File: config.mk
export PLATFORM = sky130hd
export DESIGN_NAME = irq_controller_flat
export DESIGN_NICKNAME = d
export VERILOG_FILES = /design/src/rtl/irq_controller_if.sv /design/src/rtl/irq_controller.sv /design/src/flat_wrapper.sv
export SDC_FILE = /design/constraint.sdc
export NUM_CORES = 1
export LEC_CHECK = 0
export ABC_AREA = 1
export CAP_MARGIN = 20
export CORE_ASPECT_RATIO = 1.2
export CORE_MARGIN = 2
export CORE_UTILIZATION = 34
export DETAILED_ROUTE_END_ITERATION = 7
export PLACE_DENSITY = 0.86
export SLEW_MARGIN = 25
export SYNTH_ARGS = -nofsm -noshare
export SYNTH_HDL_FRONTEND = slang
export SYNTH_SLANG_ARGS = --single-unit
export TNS_END_PERCENT = 10
File: constraint.sdc
create_clock -name sysclk -period 1.89 [get_ports sysclk]
set_input_delay 0.2835 -clock sysclk [delete_from_list [all_inputs] [get_ports sysclk]]
set_output_delay 0.2835 -clock sysclk [all_outputs]
set_load 0.02 [all_outputs]
File: src/rtl/irq_controller_if.sv
// irq_controller_if: CPU MEM-stage register bus into the interrupt controller
interface irq_controller_if;
  logic        rd;
  logic        wr;
  logic [31:0] addr;
  logic [31:0] wdata;
  logic [31:0] rdata;
  modport master (output rd, wr, addr, wdata, input rdata);
  modport slave (input rd, wr, addr, wdata, output rdata);
endinterface

File: src/rtl/irq_controller.sv
// irq_controller: edge-captured, fixed-priority interrupt controller with EOI-gated service
module irq_controller #(
  parameter int          NUM_SRC   = 4,
  parameter logic [31:0] BASE_ADDR = 32'h4000_0030
) (
  input  logic                 sysclk,
  input  logic                 reset,
  input  logic [NUM_SRC-1:0]   src_irq,
  irq_controller_if.slave      bus,
  input  logic                 PC_31,
  output logic                 irqout,
  output logic [2:0]           irq_id
);
  typedef enum logic [1:0] {IDLE, REQ, SERVICE} state_t;
  state_t             r_state;
  logic [NUM_SRC-1:0] r_src_d, r_pending, r_enable;
  logic               r_irqout, r_in_service;
  logic [2:0]         r_irq_id;
  logic               w_sel, w_wr_pend, w_wr_en, w_eoi, w_acc, w_id_live;
  logic [1:0]         w_off;
  logic [NUM_SRC-1:0] w_rise, w_pe, w_clr, w_id_mask, w_pend_nxt;
  logic [2:0]         w_first;
  logic               w_unused;
  assign w_sel      = bus.addr[31:4] == BASE_ADDR[31:4];
  assign w_off      = bus.addr[3:2];
  assign w_wr_pend  = bus.wr && w_sel && w_off == 2'd0;
  assign w_wr_en    = bus.wr && w_sel && w_off == 2'd1;
  assign w_eoi      = bus.wr && w_sel && w_off == 2'd3;
  assign w_rise     = src_irq & ~r_src_d;
  assign w_pe       = r_pending & r_enable;
  assign w_clr      = w_wr_pend ? bus.wdata[NUM_SRC-1:0] : '0;
  assign w_id_mask  = NUM_SRC'(1) << r_irq_id;
  assign w_id_live  = |(w_id_mask & w_pe);
  assign w_acc      = r_state == REQ && PC_31;
  // a rise beats W1C, but acceptance of the in-flight source beats a same-cycle rise
  assign w_pend_nxt = ((r_pending & ~w_clr) | w_rise) & ~(w_acc ? w_id_mask : '0);
  assign w_unused   = &{1'b0, bus.addr[1:0], bus.wdata};
  always_comb begin
    w_first = '0;
    for (int i = NUM_SRC - 1; i >= 0; i--)
      if (w_pe[i]) w_first = 3'(i);
  end
  always_comb
    bus.rdata = !(bus.rd && w_sel) ? 32'd0 :
                w_off == 2'd0      ? 32'(r_pending) :
                w_off == 2'd1      ? 32'(r_enable) :
                w_off == 2'd2      ? {r_in_service, 28'd0, r_irq_id} : 32'd0;
  always_ff @(posedge sysclk) begin
    r_src_d <= src_irq;
    if (reset) begin
      r_pending    <= '0;
      r_enable     <= '0;
      r_state      <= IDLE;
      r_irqout     <= 1'b0;
      r_irq_id     <= '0;
      r_in_service <= 1'b0;
    end else begin
      r_pending <= w_pend_nxt;
      if (w_wr_en) r_enable <= bus.wdata[NUM_SRC-1:0];
      case (r_state)
        IDLE: if (|w_pe && !PC_31) begin
          r_state  <= REQ;
          r_irq_id <= w_first;
          r_irqout <= 1'b1;
        end
        REQ: if (PC_31) begin
          r_state      <= SERVICE;
          r_irqout     <= 1'b0;
          r_in_service <= 1'b1;
        end else if (!w_id_live) begin
          r_state  <= IDLE;
          r_irqout <= 1'b0;
        end
        default: if (w_eoi) begin
          r_state      <= IDLE;
          r_in_service <= 1'b0;
        end
      endcase
    end
  end
  assign irqout = r_irqout;
  assign irq_id = r_irq_id;
endmodule
File: src/flat_wrapper.sv
// flat-port wrapper written by rule: the top's interface ports become plain ports
module irq_controller_flat 
#(
  parameter int          NUM_SRC   = 4,
  parameter logic [31:0] BASE_ADDR = 32'h4000_0030
)
  (sysclk, reset, src_irq, PC_31, irqout, irq_id, bus_rd, bus_wr, bus_addr, bus_wdata, bus_rdata);
  irq_controller_if bus_i ();
  input  logic sysclk;
  input  logic reset;
  input  logic [NUM_SRC-1:0] src_irq;
  input  logic PC_31;
  output logic irqout;
  output logic [2:0] irq_id;
  input wire logic [$bits(bus_i.rd)-1:0] bus_rd;
  input wire logic [$bits(bus_i.wr)-1:0] bus_wr;
  input wire logic [$bits(bus_i.addr)-1:0] bus_addr;
  input wire logic [$bits(bus_i.wdata)-1:0] bus_wdata;
  output wire logic [$bits(bus_i.rdata)-1:0] bus_rdata;
  assign bus_i.rd = bus_rd;
  assign bus_i.wr = bus_wr;
  assign bus_i.addr = bus_addr;
  assign bus_i.wdata = bus_wdata;
  assign bus_rdata = bus_i.rdata;
  irq_controller #(.NUM_SRC(NUM_SRC), .BASE_ADDR(BASE_ADDR)) u_core (.sysclk(sysclk), .reset(reset), .src_irq(src_irq), .bus(bus_i), .PC_31(PC_31), .irqout(irqout), .irq_id(irq_id));
endmodule
== After elaboration in Yosys (flattened, before gate mapping) ==
Cells that the tools add are included.
W data, S select, Z words.

* Register bits after elaboration: 19
* Logic and storage cells: 67

* Equal/unequal tests: 8
* Shift operators: 1
* Multiplexer cells: 22
* Bitwise operators: 10
* Reduce and logical (&&, ||, !) cells: 19

{| class="wikitable"
|+ Operator list
! cell !! count
|-
| $mux W32 || 4
|-
| $eq A28 B27 Y1 const B || 1
|-
| $and A4 B4 Y4 || 5
|-
| $not A4 Y4 || 3
|-
| $mux W2 || 5
|-
| $mux W3 || 3
|-
| $reduce_and A3 Y1 || 3
|-
| $mux W4 || 2
|-
| $reduce_or A4 Y1 || 2
|-
| $logic_and A1 B1 Y1 || 7
|-
| $mux W1 || 5
|-
| $eq A2 B1 Y1 const B || 2
|-
| $eq A2 B2 Y1 const B || 2
|-
| $logic_not A2 Y1 || 2
|-
| $or A4 B4 Y4 || 1
|-
| $pmux W1 S2 || 2
|-
| $pmux W2 S2 || 1
|-
| $reduce_bool A2 Y1 || 2
|-
| $shl A1 B3 Y4 const A || 1
|-
| $ne A3 B3 Y1 const B || 1
|-
| $reduce_bool A3 Y1 || 1
|-
| $ne A2 B1 Y1 const B || 1
|-
| $ne A2 B2 Y1 const B || 1
|-
| $reduce_and A2 Y1 || 1
|-
| other kinds (2) || 2
|}

== Longest topological paths before layout ==
Gate-level depths: netlist of run 1.

* Word-level depth: 8
* Mapped depth: 10

== Worst setup path after synthesis of run 1 ==
No wires, ideal clock.

* Path kind: input to output
* From: input bus_addr[23]
* To: output bus_rdata[0]
* Arrival time: 1.241 ns
* Required time: 1.607 ns
* Setup slack: 0.365 ns
* Stages on the path: 7
* Buffers on the path: 0
* Cells stage by stage: nor2_1 -> nand2_1 -> nor2_1 -> nand2_1 -> nor2_4 -> nand2_1 -> a31oi_1

* Cells in the longest elaborated chain, start to end: 3

{| class="wikitable"
|+ Ends and longest elaborated chain
! element !! RTL line !! source
|-
| start: declaration || flat_wrapper.sv:17 || <nowiki>input wire logic [$bits(bus_i.addr)-1:0] bus_addr;</nowiki>
|-
| $eq A28 B27 Y1 || irq_controller.sv:24 || <nowiki>assign w_sel = bus.addr[31:4] == BASE_ADDR[31:4];</nowiki>
|-
| $logic_and A1 B1 Y1 || irq_controller.sv:44 || <nowiki>bus.rdata = !(bus.rd && w_sel) ? 32'd0 :</nowiki>
|-
| $mux W32 || irq_controller.sv:44 ||
|-
| end: declaration || flat_wrapper.sv:19 || <nowiki>output wire logic [$bits(bus_i.rdata)-1:0] bus_rdata;</nowiki>
|}

No other way between the ends.

== Worst setup path after layout of run 1 ==
* From: input bus_addr[5]
* To: output bus_rdata[1]

The elaborated chain is that of the path after synthesis.

==> results_dict.tcl, run 1 <==
set metrics [dict create \
    slowest_delay_ps 460 \
    num_rows 24 \
    path_cells "clkdlybuf4s50_1 > nand2_1 > nor2_2 > nand3_2 > nor2_4 > nand2_4 > a31oi_4 > buf_6" \
    die-area_um2 4190 \
    die_x_um 59.5 \
    min_to "u_core.irqout" \
    vias 1340 \
    switching_share 0.265 \
    arrival_ps 1570 \
    place_ws_ps -538 \
    synth_area_leaders "dfxtp_1 29%, buf_4 17%, nand2_1 14%, inv_1 9.0%, nor2_1 8.4%" \
    synth_area_um2 1250 \
    track_usage 0.147 \
    grt_pass1_wl_um 4800 \
    place_hpwl_um 2480 \
    p_comb_frac 0.211 \
    synthToLayoutAreaGrowth_pct 53.5 \
    core_um2 3570 \
    netSwitchingPower_mw 0.240 \
    syn-mean-instance-area_um2 6.47 \
    ant_nets 0 \
    fin_nets 329 \
    remaining_drc_errors 0 \
    final_area_um2 1930 \
    hold_path.class "flip-flop to flip-flop" \
    yosysUniqueCellTypes 22 \
    finalCriticalPeriod_ps 1850 \
    cpLargestDelayFamily "buffers and inverters" \
    place_area_um2 1760 \
    syn_inst 194 \
    n_antenna_cell 0 \
    worst-path-buf-inv 2 \
    r2r-end "u_core.irqout" \
    r2r-start "u_core.irq_id[0]" \
    start_kind "input port" \
    ir_drop_mv 0.366 \
    crit_slowest_cell "clkdlybuf4s50_1" \
    clk_latency_ps 260 \
    drt_wl_total_um 3230 \
    crit_type "input port to output pin" \
    grt_max_degree 11 \
    hold_depth 2 \
    drt_iter0_drc 38 \
    grt_pass1_vias 1213 \
    setup_viol 0 \
    gr-total-overflow 0 \
    die_y_um 70.6 \
    cts_tree "done" \
    holdWs_ps 468 \
    gp_congestion 0.842 \
    yosysTopAreaCellShare 0.287 \
    seq_power_share 0.438 \
    multi_input_area_um2 729 \
    clkSinkCount 18 \
    cts-root-buf "clkbuf_8" \
    cp.required_ps 1610 \
    totalPowerFinal_mw 0.905 \
    seq_area_frac_synth 0.287 \
    fin_worst_skew_ps 0.614 \
    path_clk_slew_ps 70 \
    status "complete, no violations" \
    finalHoldViolCount 0 \
    critPathMaxFanout 5 \
    antenna_found_initial 0 \
    clk_path_buf_depth 2 \
    power_density_nw_per_um2 470 \
    synth_top_cell_by_area "dfxtp_1" \
    routed_via_density 4.56 \
    drt_pre_antenna_iters 4 \
    holdCritStartpoint "u_core.irqout" \
    layout-drive-gt1-share 0.149 \
    final.setup.worst_slack_ps 40.4 \
    final_cells 294 \
    p_int_mw 0.665 \
    cap_violations 0 \
    r2r_slack_ps 570 \
    fillers 347 \
    maxSlewViolCount 0 \
    fmax_mhz 541 \
    p_leak_nw 1.03 \
    p_clk_frac 0.351 \
    post_cts_buffers 0 \
    wl_per_cell_um 11.0 \
    fin_crit_sh 0.979 \
    yosysWarnings 0 \
    pin_count 109 \
    worstSetupEndpointType "output pin" \
    start_util 0.351 \
    h-tree-depth 1 \
    seq_area_um2 360 \
    dpl.cell_count 290 \
    r2r_cells 8 \
    ys_ff_latch 18 \
    holdBufCountCts 0 \
    cts-buffers-inserted 3 \
    port_buffers 50 \
]
==> cell usage after synthesis <==
master	number
a211oi_1	1
a211oi_2	4
a21oi_1	11
a221oi_1	1
a31oi_1	2
buf_4	28
clkbuf_1	1
conb_1	1
dfxtp_1	18
inv_1	30
nand2_1	48
nand2_2	1
nand3_1	6
nand3_2	1
nand3_4	1
nand4_1	2
nor2_1	28
nor2_2	2
nor2_4	1
nor3_1	1
o21ai_0	2
o31ai_1	4
==> cell usage in the layout (no fill, tap or decap), types with 4 or more instances in the layout <==
cell	Yosys	final
nand2_1	48	46
inv_1	30	28
conb_1	1	28
nor2_1	28	26
dlymetal6s2s_1	0	24
clkdlybuf4s50_1	0	21
dfxtp_1	18	18
buf_4	28	11
a21oi_1	11	9
nand3_1	6	6
nor2_2	2	4
o31ai_1	4	4
a211oi_2	4	4
clkbuf_8	0	4
==> routing by layer <==
layer / up-vias / global-route usage / routed length [um]
li1: 670 / - / -
met4: 0 / 0.0859 / 105
met3: 11 / 0.0293 / 361
met5: - / 0 / 0
met2: 86 / 0.267 / 1630
met1: 573 / 0.149 / 1140
==> flip-flops by register name, indices dropped and copies added (netlist names) <==
| register | count |
|---|---|
| u_core.r_state | 2 |
| u_core.r_enable | 4 |
| u_core.irqout | 1 |
| u_core.r_in_service | 1 |
| u_core.r_src_d | 4 |
| u_core.irq_id | 2 |
| u_core.r_pending | 4 |
==> power groups by stage <==
stage          Clock (mW)  Sequential, mW  Combinational, mW
6_report            0.318           0.396              0.191
2_1_floorplan           0           0.403              0.128
4_1_cts             0.324           0.396              0.194
5_1_grt             0.337           0.397              0.207
3_3_place_gp            0           0.404              0.190
3_5_place_dp            0           0.405              0.193
==> worst min-delay path: stages (launching register included) <==
cell and delay (ps):
dfxtp_1 310, inv_1 50, a211oi_1 60
==> how the worst max path moves through the flow <==
stage                        end          from  slack [ps]  cells past startpoint
finish              bus_rdata[1]   bus_addr[5]          40                      8
global route        bus_rdata[1]   bus_addr[5]         -10                      8
CTS                 bus_rdata[0]  bus_addr[13]         -10                      9
detailed placement  bus_rdata[0]  bus_addr[13]        -540                      9
global placement    bus_rdata[0]  bus_addr[13]        -520                      9
floorplan           bus_rdata[0]  bus_addr[23]         370                      7
==> area by class of cell <==
cell class,instances,area share
multi-input cells,144,0.379
repair buffers,59,0.322
flip-flops and latches,18,0.187
inverters,30,0.0584
clock buffers,4,0.0286
well taps,39,0.0253
==> stage by stage <==
step | TNS (ps) | utilization
6_report | 0 | 0.539
4_1_cts | -27.3 | 0.508
5_1_grt | -20.6 | 0.539
3_5_place_dp | -2430 | 0.492
2_1_floorplan | 0 | -
3_3_place_gp | -2350 | 0.492
==> what timing repair did <==
action	CTS	global route
resized for setup	29	37
pin swaps	1	26
endpoints found under the setup margin	5	5
==> cells by family after synthesis <==
kind of cell	count (synthesis)	share of synthesized area
buf+inv	59	0.260
compound gates	25	0.139
other cells	1	0.00299
flops	18	0.287
simple gates	91	0.311
No activity file was read; power rests on OpenSTA's default activity.
==> inputs of run 2 (changes only) <==
--- a/config.mk
+++ b/config.mk
@@ -5,13 +5,13 @@
 export SDC_FILE = /design/constraint.sdc
 export NUM_CORES = 1
 export LEC_CHECK = 0
-export ABC_AREA = 1
 export CAP_MARGIN = 20
 export CORE_ASPECT_RATIO = 1.2
 export CORE_MARGIN = 2
-export CORE_UTILIZATION = 34
+export CORE_UTILIZATION = 35
 export DETAILED_ROUTE_END_ITERATION = 7
-export PLACE_DENSITY = 0.86
+export PLACE_DENSITY = 0.85
+export SKIP_CTS_REPAIR_TIMING = 1
 export SLEW_MARGIN = 25
 export SYNTH_ARGS = -nofsm -noshare
 export SYNTH_HDL_FRONTEND = slang
==> run 2 against run 1 <==
Non-clock buffer count rose by 8. Die area rose by 4.0%. Sequential power barely moved. Sequential cell count did not move. Global-route usage rose by 1.5 points. Maximum frequency rose by 3.6%. Clock power barely moved. Clock-buffer cell count did not move. Total power rose by 3.1%.
==> results_dict.tcl, run 2 <==
set metrics [dict create \
    met2_usage 0.302 \
    place_hpwl_um 2860 \
    fin_crit_sh 0.944 \
    layout_commonest_cell "dlymetal6s2s_1" \
    die-area_um2 4360 \
    die_x_um 60.6 \
    cp.required_ps 1610 \
    num_rows 24 \
    p_leak_nw 1.04 \
    synth_area_um2 1350 \
    ir_drop_mv 0.203 \
    vias 1337 \
    port_buffers 50 \
    ys_ff_latch 18 \
    die_y_um 72.0 \
    top_usage_layer "met2" \
    cts-root-buf "clkbuf_8" \
    remaining_drc_errors 0 \
    reg_top3 "u_core.r_enable: 4 flops, u_core.r_pending: 4 flops, u_core.r_src_d: 4 flops" \
    synth-xor-area-share 0 \
    synth_top_cell_by_area "dfxtp_1" \
    grt_pass1_vias 1290 \
    track_usage 0.162 \
    start_kind "input port" \
    yosysWarnings 0 \
    async_flop_share 0 \
    path_cells "dlymetal6s2s_1 > nor4_4 > and4_4 > nand3_4 > nor3_2 > buf_4" \
    synth_compound_area_frac 0.175 \
    slowest_delay_ps 320 \
    syn_inst 151 \
    post-route-util 0.557 \
    synth_top_flop_cell "dfxtp_1" \
    gr-total-overflow 0 \
    synth_common_cells "28 x buf_4, 18 x dfxtp_1, 15 x a21oi_1" \
    crit_type "input port to output pin" \
    status "complete, no violations" \
    final_cells 269 \
    clk_path_buf_depth 2 \
    crit_slowest_cell "nor4_4" \
    finalHoldViolCount 0 \
    grtUsageMet3 0.0339 \
    drt_pre_antenna_iters 4 \
    synth.area.mux_share 0.0297 \
    clkSinkCount 18 \
    synth.most_common_cell "buf_4" \
    finalCriticalPeriod_ps 1780 \
    clk_latency_ps 260 \
    pin_count 109 \
    fin_worst_skew_ps 5.42 \
    fillers 344 \
    yosys.area_share.simple 0.348 \
    cts-buffers-inserted 3 \
    routed_via_density 4.97 \
    layout_common_cells "29 x dlymetal6s2s_1, 28 x conb_1, 18 x buf_4, 18 x dfxtp_1, 16 x clkdlybuf4s50_1" \
    synth_area_leaders "dfxtp_1 27%, buf_4 16%, nor4_4 6.3%, a21oi_1 5.6%, nor2b_1 4.6%" \
    path_clk_slew_ps 70 \
    cpLargestDelayFamily "simple AND/OR/NAND/NOR gates" \
    yosysTopAreaCellShare 0.267 \
    fmax_mhz 560 \
    maxSlewViolCount 0 \
    yosysUniqueCellTypes 37 \
    critPathMaxFanout 5 \
    antenna_found_initial 0 \
    fin_nets 291 \
    n_antenna_cell 0 \
    h-tree-depth 1 \
    power_density_nw_per_um2 457 \
    grtUsageMet1 0.166 \
    synthToLayoutAreaGrowth_pct 51.4 \
    drt_iter0_drc 49 \
    wl_per_cell_um 13.2 \
    setup_viol 0 \
    holdWs_ps 486 \
    core_um2 3660 \
    ant_nets 0 \
    worstSetupEndpointType "output pin" \
    layout-drive-gt1-share 0.184 \
    totalPowerFinal_mw 0.933 \
    grt_pass1_wl_um 5390 \
    r2r_slack_ps 540 \
    dpl.cell_count 261 \
    worst-path-buf-inv 2 \
    synth_edf_count 0 \
    synth_top_family_by_area "simple AND/OR/NAND/NOR gates" \
    syn-mean-instance-area_um2 8.92 \
    cts_tree "done" \
    cap_violations 0 \
    gp_congestion 0.805 \
    synthAdderAreaFrac 0 \
    grt_max_degree 11 \
    start_util 0.368 \
    rsz0062_at_grt "false" \
    seq_area_frac_synth 0.267 \
    hold_path.class "input port to flip-flop" \
    arrival_ps 1500 \
    drt_wl_total_um 3540 \
]
[run 2: changes by cell type after synthesis, sizes merged, moves of 10 or more]
cell,change
nor2b,+10
nand2,-44
nor2,-22
inv,-27
[run 2: per-stage QoR]
step	setup slack [ps]	setup TNS [ps]	instance area, um^2
4_1_cts	-689	-3270	1940
3_3_place_gp	-658	-3160	1880
5_1_grt	13.6	0	2040
2_1_floorplan	261	0	1450
6_report	105	0	2040
3_5_place_dp	-688	-3770	1880
[run 2: cell type report]
type / count / area [um^2] / area share
Sequential cell: 18 / 360 / 0.177
Inverter: 3 / 11.3 / 0.00552
Clock buffer: 4 / 55.1 / 0.0270
Multi-Input combinational cell: 125 / 865 / 0.424
Tap cell: 52 / 65.1 / 0.0319
Timing Repair Buffer: 67 / 684 / 0.335
[run 2: worst paths after layout]
check | start | end | cells after the start
worst max register to register | u_core.irq_id[1] | u_core.r_pending[1] | 5
worst min-delay path | src_irq[3] | u_core.r_src_d[3] | 1
worst max-delay path | bus_addr[15] | bus_rdata[2] | 6
worst min register to register | u_core.irqout | u_core.irqout | 2
[run 2: worst register-to-register path: stages, from the launching register on]
cell and delay (ps):
dfxtp_1 330, buf_4 160, nor4bb_1 450, a21oi_1 130, o21ai_0 90, a21oi_1 60
[run 2: routing by layer]
metal  vias up  wire (um)  part of all wire
met3         8        246             0.069
met4         0         87             0.025
li1        631          -                 -
met5         -          0                 0
met2        68       1990              0.56
met1       630       1210              0.34
[run 2: cell families after synthesis]
kind of cell,Yosys count
buf+inv,35
compound gates,38
flops,18
simple gates,55
mux,4
other cells,1
[run 2: power by group]
group | internal [mW] | total (mW) | switching (mW)
logic | 0.102 | 0.215 | 0.113
clock network | 0.185 | 0.321 | 0.136
registers | 0.390 | 0.397 | 0.00783
total | 0.677 | 0.933 | 0.257
